$ cat src/rtl/fpu_divider.sv
// Iterative radix-2 restoring divider for normalized FP32 significands (1.xxx / 1.xxx).
// Optional FPU_DIV_EARLY_TERM_EN: finish as soon as the partial remainder reaches zero.
module fpu_divider #(
    parameter int unsigned QBITS = 26
) (
    input  logic             clk,
    input  logic             rst_n,
    input  logic             flush_i,
    input  logic             in_valid_i,
    output logic             in_ready_o,
    input  logic [23:0]      dividend_i,
    input  logic [23:0]      divisor_i,
    output logic             out_valid_o,
    input  logic             out_ready_i,
    output logic [QBITS-1:0] quotient_o,
    output logic             sticky_o,
    output logic             div_by_zero_o
);

    localparam int unsigned SIG_W = 24;
    localparam int unsigned REM_W = SIG_W + 1;
    localparam int unsigned CNT_W = $clog2(QBITS);

    typedef enum logic [1:0] {
        S_IDLE,
        S_ITER,
        S_DONE
    } state_e;

    state_e             state_q, state_d;
    logic [REM_W-1:0]   rem_q, rem_d;
    logic [SIG_W-1:0]   dvsr_q, dvsr_d;
    logic [QBITS-1:0]   q_q, q_d;
    logic [CNT_W-1:0]   cnt_q, cnt_d;
    logic [QBITS-1:0]   quotient_q, quotient_d;
    logic               sticky_q, sticky_d;
    logic               dbz_q, dbz_d;
    logic               out_valid_q, out_valid_d;
    logic               in_ready_q, in_ready_d;

    // One restoring step: trial subtract, keep it only if it did not go negative.
    logic               rem_ge;
    logic [REM_W-1:0]   rem_sub;
    logic [QBITS-1:0]   q_step;
    logic               early_done;

    assign rem_ge  = (rem_q >= REM_W'(dvsr_q));
    assign rem_sub = rem_ge ? (rem_q - REM_W'(dvsr_q)) : rem_q;
    assign q_step  = q_q | (QBITS'(rem_ge) << cnt_q);

`ifdef FPU_DIV_EARLY_TERM_EN
    assign early_done = rem_ge && (rem_sub == '0);
`else
    assign early_done = 1'b0;
`endif

    always_ff @(posedge clk or negedge rst_n) begin
        if (!rst_n) begin
            state_q     <= S_IDLE;
            rem_q       <= '0;
            dvsr_q      <= '0;
            q_q         <= '0;
            cnt_q       <= '0;
            quotient_q  <= '0;
            sticky_q    <= 1'b0;
            dbz_q       <= 1'b0;
            out_valid_q <= 1'b0;
            in_ready_q  <= 1'b1;
        end else begin
            state_q     <= state_d;
            rem_q       <= rem_d;
            dvsr_q      <= dvsr_d;
            q_q         <= q_d;
            cnt_q       <= cnt_d;
            quotient_q  <= quotient_d;
            sticky_q    <= sticky_d;
            dbz_q       <= dbz_d;
            out_valid_q <= out_valid_d;
            in_ready_q  <= in_ready_d;
        end
    end

    always_comb begin
        state_d    = state_q;
        rem_d      = rem_q;
        dvsr_d     = dvsr_q;
        q_d        = q_q;
        cnt_d      = cnt_q;
        quotient_d = quotient_q;
        sticky_d   = sticky_q;
        dbz_d      = dbz_q;

        if (flush_i) begin
            state_d = S_IDLE;
        end else begin
            case (state_q)
                S_IDLE: begin
                    if (in_valid_i) begin
                        if (divisor_i == '0) begin
                            quotient_d = '1;
                            sticky_d   = 1'b0;
                            dbz_d      = 1'b1;
                            state_d    = S_DONE;
                        end else begin
                            rem_d   = {1'b0, dividend_i};
                            dvsr_d  = divisor_i;
                            q_d     = '0;
                            cnt_d   = CNT_W'(QBITS - 1);
                            dbz_d   = 1'b0;
                            state_d = S_ITER;
                        end
                    end
                end
                S_ITER: begin
                    q_d   = q_step;
                    rem_d = {rem_sub[REM_W-2:0], 1'b0};
                    cnt_d = cnt_q - CNT_W'(1);
                    if ((cnt_q == '0) || early_done) begin
                        quotient_d = q_step;
                        sticky_d   = |rem_sub;
                        state_d    = S_DONE;
                    end
                end
                S_DONE: begin
                    if (out_ready_i) begin
                        state_d = S_IDLE;
                    end
                end
                default: state_d = S_IDLE;
            endcase
        end

        out_valid_d = (state_d == S_DONE);
        in_ready_d  = (state_d == S_IDLE);
    end

    assign in_ready_o    = in_ready_q;
    assign out_valid_o   = out_valid_q;
    assign quotient_o    = quotient_q;
    assign sticky_o      = sticky_q;
    assign div_by_zero_o = dbz_q;

endmodule

$ cat config.mk
export PLATFORM = sky130hd
export DESIGN_NAME = fpu_divider
export DESIGN_NICKNAME = d
export VERILOG_FILES = /design/src/rtl/fpu_divider.sv
export SDC_FILE = /design/constraint.sdc
export NUM_CORES = 1
export LEC_CHECK = 0
export ABC_CLOCK_PERIOD_IN_PS = 4000
export CORE_MARGIN = 3
export CORE_UTILIZATION = 30
export CTS_CLUSTER_SIZE = 25
export DETAILED_ROUTE_END_ITERATION = 7
export SLEW_MARGIN = 10
export SYNTH_ARGS = -nofsm -noshare
export SYNTH_HDL_FRONTEND = slang
export SYNTH_SLANG_ARGS = --single-unit
$ cat constraint.sdc
create_clock -name clk -period 4 [get_ports clk]
set_input_delay 0.4 -clock clk [delete_from_list [all_inputs] [get_ports clk]]
set_output_delay 0.4 -clock clk [all_outputs]
set_load 0.02 [all_outputs]
# Word level (Yosys, flattened, before mapping)
# Cells that the tools add are included.
word_totals:
  ff_bits: 112
  in_bits: 53
  output_inout_bits: 30
  elab_cells: 59
op_classes:
  n_addsub: 2
  order_cmp: 1
  n_eq_ne: 7
  shifts: 1
  muxes: 25
  bitwise: 3
  reduce_logical: 10
ops:
  columns: ["op", "count"]
  rows:
  - ["$mux W26", 5]
  - ["$pmux W26 S2", 2]
  - ["$mux W25", 3]
  - ["$pmux W25 S2", 1]
  - ["$or A26 B26 Y26", 1]
  - ["$shl A1 B5 Y26", 1]
  - ["$ge A25 B24 Y1", 1]
  - ["$reduce_or A25 Y1", 1]
  - ["$sub A25 B24 Y25", 1]
  - ["$logic_not A24 Y1", 1]
  - ["$mux W2", 5]
  - ["$mux W5", 2]
  - ["$pmux W5 S2", 1]
  - ["$ne A2 B2 Y1 const B", 4]
  - ["$reduce_and A4 Y1", 2]
  - ["$pmux W2 S3", 1]
  - ["$logic_not A5 Y1", 1]
  - ["$reduce_and A5 Y1", 1]
  - ["$sub A5 B1 Y5 const B", 1]
  - ["$eq A2 B2 Y1 const B", 2]
  - ["$logic_not A2 Y1", 2]
  - ["$mux W1", 4]
  - ["$reduce_and A3 Y1", 1]
  - ["$eq A2 B1 Y1 const B", 1]
  - ["3 further kinds", 4]

# Depth between registers and ports, before layout
# Gate-level depths: netlist of the first run.
depth:
  depth_word: 6
  mapped_depth: 13
  ltp_nobuf: 12

# Least setup slack after synthesis of the first run
# OpenSTA, ideal clock, no wires.
synth_path:
  kind: "reg-to-reg"
  startpoint: "register rem_q[0]"
  endpoint: "register sticky_q, in the netlist sticky_o"
  setup_ns: 0.134
  arrival_ns: 2.820
  required_ns: 3.867
  slack_ns: 1.046
  stages_incl_launch_ff: 13
  path_buffers: 0
  period_less_slack_ns: 2.954
  cell_sequence: "dfrtp_1 > inv_1 > ha_1 > inv_1 > fa_1 > a211oi_1 > o211ai_2 > a2111oi_0 > nor3_1 > xor2_1 > or3_1 > o311ai_1 > nand3_1"
synth_via:
  elab_chain_cells: 5
  word_cells_on_any_way: 6
  classes_between: "add/sub (1); order compare (1); mux (3); reduce/logical (1)"
synth_lines:
  columns: ["element", "line", "rtl"]
  rows:
  - ["start, declared", "31", "logic [REM_W-1:0] rem_q, rem_d;"]
  - ["start signal, assigned", "71", "rem_q <= rem_d;"]
  - ["$sub A25 B24 Y25 or $ge A25 B24 Y1 (tied branches)", "48, 47", null]
  - ["$mux W25 *", "48", "assign rem_sub = rem_ge ? (rem_q - REM_W'(dvsr_q)) : rem_q;"]
  - ["$reduce_or A25 Y1 *", "120", "sticky_d = |rem_sub;"]
  - ["$mux W1 *", "118", "if ((cnt_q == '0) || early_done) begin"]
  - ["$pmux W1 S2 *", "96", "case (state_q)"]
  - ["end signal, assigned", "76", "sticky_q <= sticky_d;"]
  - ["end, declared", "36", "logic sticky_q, sticky_d;"]
# Mark *: on every way between the ends. The rest lies on a longest branch, timed or not. The select of a mux whose other input is x is not followed.
# A chain may end at the register's enable or synchronous reset.

# Worst setup path after layout of the first run
# Same ends and word-level chain as after synthesis.

==> impl_results.md, run 1 <==
* CP bufs+invs at 2
* Clk buf depth at 2
* Final Wtd Congestion at 0.924
* Syn Inst Count at 740
* DIE WIDTH at 155 um
* RR Startpoint: rem_q[0]$_DFFE_PN0P_
* DRT Wirelength at 19.0 mm
* Leakage at 0.00335 uW
* Yosys warning total at 0
* Core area at 21400 um^2
* Gr usage total at 16.2%
* Layout Nets at 878
* IO Port Bufs at 82
* Commonest non-fill, non-tap cell in the layout: dfrtp_1
* Placed instance area at 7710 um^2
* Syn_area_per_cell at 8.96 um^2
* Detail Placement HPWL at 14.3 mm
* CP max-delay cell: a211oi_1
* Maximum VDD drop at 0.000359 V
* Area leader, netlist: dfrtp_1
* Post-synth EDFFs at 0
* HP Class: in2async
* Largest net degree at the start of global routing at 74
* I/O pins at 83
* Maxcap violations at 0
* Setup Skew at 9.45 ps
* Initial antenna violation count at 0
* Unique masters post-synth at 74
* Initial drt markers at 430
* Vias at 5773
* Worst Path Max Fanout at 4
* Final ANT Viol Nets at 0
* Pre-antenna DRT Iters at 5
* Area share of the leading cell type in the synthesized netlist at 41.9%
* Critical path class: reg2reg
* # setup viols final at 0
* Residual DRC at 0
* Status: finished clean
* Fin. max-slew vios at 0
* Layout cells sized above 1 at 6.72%
* Final Critical Period at 3400 ps
* FMAX at 294 MHz
* ANT cells at 0
* RSZ-0062 raised after global routing: no
* Power per cell area at 817 nW/um^2
* FFs w/ async S/R, synth at 100%
* Fin area at 8030 um^2
* Die Y at 155 um
* Pin slew with the least headroom to its limit at 1010 ps
* Sequential element share of the synthesized area at 42.3%
* Main area contributors after synthesis: dfrtp_1 (42%), nand2_1 (5.1%), ha_1 (4.7%), a21oi_1 (3.7%), nor2_1 (3.5%)
* Syn_nets at 819
* Critical path's most frequent cell: inv_1
* TritonCTS clock tree: yes
* # fillers at 2190
* Layout area overhead at 21.1%
* Initial Utilization at 31.1%
* PostCTS Resize Cnt at 0
* First-pass GRT wire length at 30.9 mm
* Worst path max stage delay at 490 ps
* Vias/cell at 5.35
* Predominant post-synthesis flop cell: dfrtp_1
* Clk pin slew, worst setup/hold paths at 80 ps
* Final hold viol count at 0
* Worst skew pair latency at 370 ps
* # hold bufs at CTS at 0
* CTS Buf Count at 9
* Fin crit share at 85.0%
* Mapped cell area at 6630 um^2
* Crit path required time at 4240 ps
* Die Area at 23900 um^2
* Worst path cell trace: inv_1 -> ha_1 -> inv_1 -> fa_1 -> a211oi_1 -> o211ai_2 -> a2111oi_0 -> nor3_1 -> xor2_1 -> or3_1 -> o311ai_1 -> nand3_1
* Clock Sink Count at 112
* Setup TNS at 0 ps
* CTS root buf: clkbuf_16
* Gr ovfl total at 0
* Startpoint Class: flop
* Most frequent cells in the layout: dfrtp_1 (111), nand2_1 (91), clkdlybuf4s50_1 (81)
* CP endpoint kind: flop
* Vias in the first global route at 5692
* Top delay family on crit path: compound AO/OA/AOI/OAI gates
* Worst EP arrival at 3640 ps
* Avg WL per Cell at 17.6 um
* Max H-tree Level at 3
* Relative slew slack at 32.2%
* CP startpoint: rem_q[0]$_DFFE_PN0P_
* FP Rows at 53
* Seq cells post-synth at 112
* Post-CTS Setup Bufs at 0
==> sequential cells by signal (all words and copies together) (netlist names), 2 cells and up <==
name / count
rem_q: 25
state_q: 2
cnt_q: 5
dvsr_q: 24
quotient_o: 26
q_q: 26
==> cells by family after synthesis <==
family          after synthesis  synth area share, %
compound gates              214                 22.1
flops                       112                 42.3
fa+ha+maj                    26                 5.02
simple gates                271                 20.2
xor+xnor                     19                 2.51
mux                          18                 2.75
buf+inv                      80                 5.09
==> worst paths after layout <==
kind,end,slack (ps),cells past startpoint
setup / recovery,sticky_o$_DFFE_PN0P_,600,12
hold / removal,quotient_o[11]$_DFFE_PN0P_,180,1
setup reg to reg,sticky_o$_DFFE_PN0P_,600,12
hold reg to reg,quotient_o[12]$_DFFE_PN0P_,500,1
max in group asynchronous,rem_q[8]$_DFFE_PN0P_,2950,2
min in group clk,quotient_o[12]$_DFFE_PN0P_,500,1
==> worst reg2reg max path: cells and delay by family, from the launching register on <==
kind / cells / cell delay (ps)
AO/OA/AOI/OAI: 4 / 1380
adder cells (fa/ha/maj): 2 / 580
AND/OR/NAND/NOR: 3 / 590
buffers and inverters: 2 / 140
XOR/XNOR: 1 / 200
flip-flops: 1 / 400
==> synthesized netlist by cell type, types with 5 or more instances <==
cell and n:
o21ai_0 41, o22a_1 22, inv_1 36, a31oi_1 7, a21o_1 12, xnor2_1 11
buf_4 6, nand2_1 91, o211ai_1 25, nor2_1 62, nand4_1 6, or3_1 5
ha_1 25, nor4_1 11, nand3_1 36, a21oi_1 49, a211oi_1 12, nor2b_1 5
mux2i_1 16, dfrtp_1 111, nand2b_1 9, o21bai_1 5, clkbuf_1 30, buf_2 6
nor3_1 11, xor2_1 8, and3_1 6
==> final cells by class <==
type	instances	area [um^2]	share of cell area (%)
Sequential cell	112	2800	34.9
Timing Repair Buffer	92	918	11.4
Tap cell	275	344	4.28
Clock inverter	7	98.8	1.23
Clock buffer	9	225	2.80
Inverter	36	135	1.68
Multi-Input combinational cell	548	3510	43.7
==> metrics by stage <==
| stage | cells | worst slack (ps) | hold WS [ps] | util, % | power (uW) |
|---|---|---|---|---|---|
| finish | 1079 | 602 | 177 | 37.6 | 6560 |
| global route | 1079 | 426 | 257 | 37.6 | 7060 |
| CTS | 1079 | 696 | 219 | 37.6 | 6560 |
| detailed placement | 1063 | 701 | 476 | 36.1 | 5580 |
| global placement | 1063 | 727 | 473 | 36.1 | 5570 |
| floorplan | 740 | 1050 | 104 | - | 4530 |
==> routing by layer <==
| layer | up-vias | global-route usage [%] | share of wire (%) |
|---|---|---|---|
| met5 | - | 0 | 0 |
| met4 | 0 | 5.63 | 2.5 |
| met3 | 31 | 2.99 | 4.9 |
| met2 | 165 | 25.6 | 46 |
| met1 | 2776 | 22.2 | 46 |
| li1 | 2801 | - | - |
==> power by group <==
group	switching, uW	internal, uW	total, uW
Combinational	2220	1600	3820
Clock	505	458	963
Sequential	328	1450	1770
Total	3060	3510	6560
Note: power is estimated with default switching activity, not from simulation.
==> run 2, diff against run 1 <==
Settings changed: ABC_CLOCK_PERIOD_IN_PS 4000 to 3200.
Clock period 4 ns to 3.2 ns, I/O delays scaled along.
==> impl_results.md, run 2 (same netlist as run 1, synthesis figures left out) <==
* Status: finished clean
* Die Area at 23900 um^2
* # fillers at 2157
* Core area at 21400 um^2
* TritonCTS clock tree: yes
* Clk buf depth at 2
* Gr ovfl total at 0
* ANT cells at 0
* Fin area at 8430 um^2
* Gr usage total at 16.3%
* Crit path required time at 3440 ps
* Critical path class: reg2reg
* R2R Setup Slk at 150 ps
* Maxcap violations at 0
* Setup Skew at 10.5 ps
* Vias at 5892
* First-pass GRT wire length at 31.3 mm
* Clock Sink Count at 112
* Final hold viol count at 0
* FP Rows at 53
* CTS Buf Count at 9
* Pre-antenna DRT Iters at 5
* Final Wtd Congestion at 0.919
* FF+latch area at 2800 um^2
* Layout area overhead at 27.1%
* Final Total Pwr at 8790 uW
* Most frequent cells in the layout: dfrtp_1 (111), nand2_1 (91), clkdlybuf4s50_1 (81)
* Die Y at 155 um
* CTS root buf: clkbuf_16
* Capture point of the worst reg-to-reg path: sticky_o$_DFFE_PN0P_
* Area of the multi-input gates at 3570 um^2
* Setup TNS at 0 ps
* Worst Path Max Fanout at 4
* DRT Wirelength at 19.2 mm
* HP Class: in2async
* Register-to-Register Path Depth at 13
* Power per cell area at 1040 nW/um^2
* Global route hottest layer: met2
* Vias in the first global route at 5865
* Worst EP arrival at 3300 ps
* Placed instance area at 8020 um^2
* Layout Nets at 921
* Initial drt markers at 320
* RR Startpoint: rem_q[0]$_DFFE_PN0P_
* Global routing usage on met1 at 22.0%
* Fin. max-slew vios at 0
* FMAX at 327 MHz
* CP endpoint kind: flop
* Met2 usage at 26.8%
* Clk pin slew, worst setup/hold paths at 90 ps
* DIE WIDTH at 155 um
* Initial antenna violation count at 0
* Max H-tree Level at 3
* Initial Utilization at 31.1%
* Pin slew with the least headroom to its limit at 967 ps
* Worst skew pair latency at 360 ps
* Maximum VDD drop at 0.000377 V
* Largest net degree at the start of global routing at 58
* Startpoint Class: flop
* Residual DRC at 0
* Met3 track demand over resource at 3.02%
* I/O pins at 83
* Detail Placement HPWL at 14.9 mm
* Layout cells sized above 1 at 12.4%
* Vias/cell at 5.25
* Leakage at 0.00358 uW
* Avg WL per Cell at 17.1 um
* Final Critical Period at 3050 ps
* # setup viols final at 0
* Final ANT Viol Nets at 0
* IO Port Bufs at 82
* Relative slew slack at 35.4%
* Commonest non-fill, non-tap cell in the layout: dfrtp_1
* Fin crit share at 95.4%
run 2: through the flow:
step	std cells	hold slack [ps]	util (%)	worst slack [ps]
after global routing	1122	466	39.5	-5.44
after global placement	1103	279	37.6	-78.6
final	1122	436	39.5	146
after detailed placement	1103	282	37.6	-11.4
after CTS	1120	440	39.2	4.22
after floorplan	740	24.4	-	246
run 2: what timing repair did:
action,4_1_cts,5_1_grt
resized for setup,3,11
hold buffers,1,0
hold endpoints to repair,26,0
setup endpoints to repair,1,16
pin swaps,0,4
cloned,0,0
setup buffers,0,2
run 2: area by class of cell:
type / instances / share of cell area (%)
multi-input combinational: 548 / 42.3
clock buffer: 9 / 2.67
clock inverter: 7 / 1.17
tap: 275 / 4.08
sequential: 112 / 33.2
inverter: 36 / 1.60
timing repair buffer: 135 / 14.9
run 2: worst max-delay path by stage:
stage / from / slack, ps / to
after floorplan: rem_q[0]$_DFFE_PN0P_ / 250 / sticky_o$_DFFE_PN0P_
after global placement: rem_q[0]$_DFFE_PN0P_ / -80 / sticky_o$_DFFE_PN0P_
after detailed placement: rem_q[0]$_DFFE_PN0P_ / -10 / sticky_o$_DFFE_PN0P_
after CTS: rem_q[0]$_DFFE_PN0P_ / 4 / sticky_o$_DFFE_PN0P_
after global routing: rem_q[4]$_DFFE_PN0P_ / -5 / rem_q[20]$_DFFE_PN0P_
final: rem_q[0]$_DFFE_PN0P_ / 150 / sticky_o$_DFFE_PN0P_
run 2: worst max-delay path, stage by stage, from the launching register on:
cell      delay, ps
dfrtp_1         390
inv_1            60
ha_1            210
inv_1            70
fa_2            200
a211oi_2         70
buf_4           160
o211ai_4        260
or4b_4          540
a31oi_4         190
xnor2_1          90
or3_1           340
o41ai_2         230
nand3_1         110
run 2: per-layer routing:
metal | vias up | part of all wire, % | routed length, um
met5 | - | 0 | 0
met4 | 0 | 2.4 | 457
met3 | 26 | 4.1 | 794
met2 | 131 | 48 | 9250
met1 | 2844 | 45 | 8740
li1 | 2891 | - | -
run 2: power breakdown:
group          switching [uW]  total (uW)  internal (uW)
sequential                404        2210           1810
combinational            2950        5380           2430
clock                     623        1200            576
total                    3980        8790           4810
==> run 3, diff against run 2 <==
Settings changed: CORE_MARGIN 3 to 2.
==> impl_results.md, run 3 (same netlist as run 1, synthesis figures left out) <==
* CP endpoint kind: flop
* FMAX at 329 MHz
* Final ANT Viol Nets at 0
* Vias/cell at 5.29
* Maximum VDD drop at 0.000401 V
* Worst EP arrival at 3290 ps
* Top delay family on crit path: compound AO/OA/AOI/OAI gates
* Die Y at 153 um
* Worst path max stage delay at 500 ps
* Place WS at 33.4 ps
* # setup viols final at 0
* DRT Wirelength at 19.0 mm
* CP max-delay cell: or4b_1
* IO Port Bufs at 82
* Die Area at 23300 um^2
* Final Total Pwr at 8520 uW
* CP bufs+invs at 0
* Fin. max-slew vios at 0
* Relative slew slack at 37.1%
* Layout Nets at 903
* Detail Placement HPWL at 14.3 mm
* Final Wtd Congestion at 0.918
* Initial drt markers at 503
* ANT cells at 0
* Clk pin slew, worst setup/hold paths at 80 ps
* Commonest non-fill, non-tap cell in the layout: dfrtp_1
* Max H-tree Level at 3
* Maxcap violations at 0
* Residual DRC at 0
* First-pass GRT wire length at 30.3 mm
* Fin crit share at 95.0%
* I/O pins at 83
* Worst path cell trace: ha_1 -> o211ai_2 -> o211ai_4 -> or4b_1 -> a31oi_2 -> xnor2_1 -> or3_1 -> o41ai_2 -> nand3_1
* Status: finished, violations left
* Initial antenna violation count at 0
* Setup Skew at 8.10 ps
* Core area at 21800 um^2
* Power per cell area at 1030 nW/um^2
* Clock Sink Count at 112
* Worst hold margin at -19.8 ps
* Vias in the first global route at 5463
* Register-to-Register Path Depth at 9
* Largest net degree at the start of global routing at 50
* # hold bufs at CTS at 0
* Pre-antenna DRT Iters at 6
* Pin slew with the least headroom to its limit at 941 ps
* Gr usage total at 16.2%
* Final Critical Period at 3040 ps
* Layout area overhead at 24.4%
* Layout cells sized above 1 at 10.3%
* Most frequent cells in the layout: dfrtp_1 (111), nand2_1 (91), clkdlybuf4s50_1 (81)
* DP Cell Count at 1092
* CTS root buf: clkbuf_16
* FP Rows at 54
* Failing checks: hold timing
* TritonCTS clock tree: yes
* HP Class: in2async
* Startpoint Class: flop
* Worst Path Max Fanout at 5
* Levels on crit path at 9
* CTS Buf Count at 9
* Gr ovfl total at 0
* Leakage at 0.00348 uW
* Critical path class: reg2reg
* Worst Setup Slack, final at 160 ps
* Clk buf depth at 2
* Post-Layout Cell Count at 1109
* Avg WL per Cell at 17.1 um
* Worst skew pair latency at 370 ps
* Final hold viol count at 35
* Vias at 5868
* DIE WIDTH at 153 um
* Crit path required time at 3450 ps
* Initial Utilization at 30.5%
[run 3: layout make-up]
class,count,area [um^2]
Inverter,36,135
Tap cell,280,350
Clock buffer,9,225
Clock inverter,7,83.8
Sequential cell,112,2800
Fill cell,2191,13500
Timing Repair Buffer,117,1110
Multi-Input combinational cell,548,3550
[run 3: routing by layer]
layer	vias up	track usage, %	part of all wire [%]
met4	0	4.01	1.4
met3	21	2.82	4.6
met1	2830	22.3	46
met5	-	0	0
li1	2850	-	-
met2	167	26.6	48
[run 3: timing repair]
item,in CTS,in global routing
endpoints found under the setup margin,0,20
buffers inserted,0,1
gates resized for setup,0,10
[run 3: power breakdown]
group          switching [uW]  internal (uW)
sequential                397           1810
clock                     605            560
combinational            2890           2250
total                    3890           4620
[run 3: worst register-to-register path: stages (launching register included)]
cell	delay (ps)
dfrtp_1	450
ha_1	450
o211ai_2	180
o211ai_4	290
or4b_1	500
a31oi_2	210
xnor2_1	90
or3_1	330
o41ai_2	310
nand3_1	110
[run 3: stage by stage]
stage	hold slack, ps	setup TNS [ps]	instance area (um^2)	util (%)
6_report	-19.8	0	8260	37.9
5_1_grt	33.1	-4.71	8260	37.9
4_1_cts	7.75	0	8200	37.7
3_5_place_dp	401	0	7890	36.3
3_3_place_gp	397	0	7890	36.3
2_1_floorplan	24.4	0	6630	-
[run 3: final timing paths]
path | startpoint | to | slack, ps
worst max-delay path | rem_q[4]$_DFFE_PN0P_ | sticky_o$_DFFE_PN0P_ | 160
worst min-delay path | rst_n | dvsr_q[21]$_DFFE_PN0P_ | -20
worst max register to register | rem_q[4]$_DFFE_PN0P_ | sticky_o$_DFFE_PN0P_ | 160
worst min register to register | q_q[24]$_DFFE_PN0P_ | quotient_o[24]$_DFFE_PN0P_ | 490
max in group asynchronous | rst_n | quotient_o[19]$_DFFE_PN0P_ | 2470
min in group clk | q_q[24]$_DFFE_PN0P_ | quotient_o[24]$_DFFE_PN0P_ | 490
==> edit: new RTL, settings of run 3 <==
Make the reset (`rst_n`) synchronous in one clocked block.
--- a/src/rtl/fpu_divider.sv
+++ b/src/rtl/fpu_divider.sv
@@ -54,7 +54,7 @@
     assign early_done = 1'b0;
 `endif
 
-    always_ff @(posedge clk or negedge rst_n) begin
+    always_ff @(posedge clk) begin
         if (!rst_n) begin
             state_q     <= S_IDLE;
             rem_q       <= '0;
Function: differs if rst_n is asserted again (counterexample within 4 cycles, from zero or initial values and one cycle with rst_n low); with rst_n held inactive, the same outputs for 4 cycles.
==> edit against run 3 <==
  * Worst setup slack worse by 0.028 ns
  * Wire length is 14% higher
  * Global-route usage is 2.1 points higher
  * Sequential cell count stayed put
  * Non-clock buffer count is 34 higher
  * Synthesized area is 0.40% lower
  * Design area is 2.9% higher
  * Count of clock-buffer cells in the layout is 1 higher
Power is not compared: it rests on default switching activity, and its combinational part moved more than twofold at a synthesized area within 25%.
==> edit: results (changes against run 3) <==
XOR/XNOR share of the synthesized area=1.723% (was 2.508%); Final GP Congestion=0.9721 (was 0.9184); TritonRoute pass-1 iters=5 (was 6); worst slew pin tran=0.6729 ns (was 0.9409 ns); Nets=1,035 (was 903); WP data arrival=3.30 ns (was 3.29 ns); H-tree levels=3 (unchanged); Compound-Gate Fraction of Synth Area=26.11% (was 22.14%); Register-to-Register Path Depth=13 (was 9); number of DRC markers in iteration 0=604 (was 503); Met3 Routed Length=1018 um (was 869 um); initial antenna violation count=0 (unchanged); worst reg2reg path endpoint=sticky_o (unchanged); first-pass GRT wire length=34,600 um (was 30,330 um); Adder-Cell Fraction of Synth Area=5.037% (was 5.017%); Worst Setup SP=rem_q[0] (was rem_q[4]); fraction of synthesized area in multiplexers=2.727% (was 2.754%); commonest cells in the netlist=nand2_1, dfxtp_1, a21oi_1, nor2_1, inv_1 (was dfrtp_1, nand2_1, nor2_1, a21oi_1, o21ai_0); Worst path max stage delay=0.42 ns (was 0.50 ns); number of distinct library cells after synthesis=73 (was 74); GR Util All Layers=18.31% (was 16.24%); Reg2Reg Setup Slack=0.13 ns (was 0.16 ns); proportion of layout cells with a drive suffix above 1=15.19% (was 10.25%); Slowest cell on crit path=fa_1 (was or4b_1); Detailed Place HPWL=16,540 um (was 14,290 um); outcome=finished, final reports clean (was complete, but fails checks); drt wl/cell=17.50 um (was 17.14 um); net count after synthesis=933 (was 819); Fill cells=2,182 (was 2,191); dpl cell area=8099 um^2 (was 7894 um^2); grt met3 use=2.247% (was 2.816%); sequential area share after synthesis=33.93% (was 42.27%); met2 Usage GRT=27.03% (was 26.65%); Synth area leaders=dfxtp_1, nand2_1, a21oi_1 (was dfrtp_1, nand2_1, ha_1); Hold WS=0.4564 ns (was -0.01982 ns); clock skew=0.01392 ns (was 0.008098 ns); Avg Vias per Cell=5.407 (was 5.291); vias in the first global route=6,204 (was 5,463); Top FF cell, synth=dfxtp_1 (was dfrtp_1); hold crit path type=reg -> reg (was in -> async); DR WL met2=9141 um (was 9143 um); Leakage=3.252 nW; CP Max Fanout=3 (was 5); routed length on met1=11,100 um (was 8735 um); cts repair resizes=1 (was 0); met1 GRT Util=27.75% (was 22.32%); largest net degree at the start of global routing=45 (was 50); asr flop ratio synth=0% (was 100.0%)
==> edit: worst min-delay path: cells and delay by family, from the launching register on <==
kind            cells  cell delay (ns)
flops               1             0.31
simple gates        1             0.05
compound gates      1             0.05
==> edit: cell type report <==
class	instances	area [um^2]	area share, %
Multi-Input combinational cell	639	3995	47.05
Inverter	43	161.4	1.901
Clock inverter	6	102.6	1.208
Sequential cell	112	2242	26.40
Clock buffer	10	239.0	2.814
Timing Repair Buffer	151	1401	16.50
Tap cell	280	350.3	4.126
==> edit: report_power, final <==
group,switching (mW),internal (mW),total [mW],leakage [nW]
Combinational,1.01,0.806,1.81,2.18
Clock,0.544,0.721,1.27,0.166
Sequential,0.0493,1.45,1.50,0.910
Total,1.60,2.98,4.57,3.25
==> edit: per-stage QoR <==
step,power (mW),setup WS [ns],cells
after global placement,3.282,-0.03072,1225
after floorplan,2.645,0.2927,854
after detailed placement,3.262,-0.02126,1225
after CTS,4.527,0.004193,1241
final,4.574,0.1317,1241
after global routing,4.803,-0.02379,1241
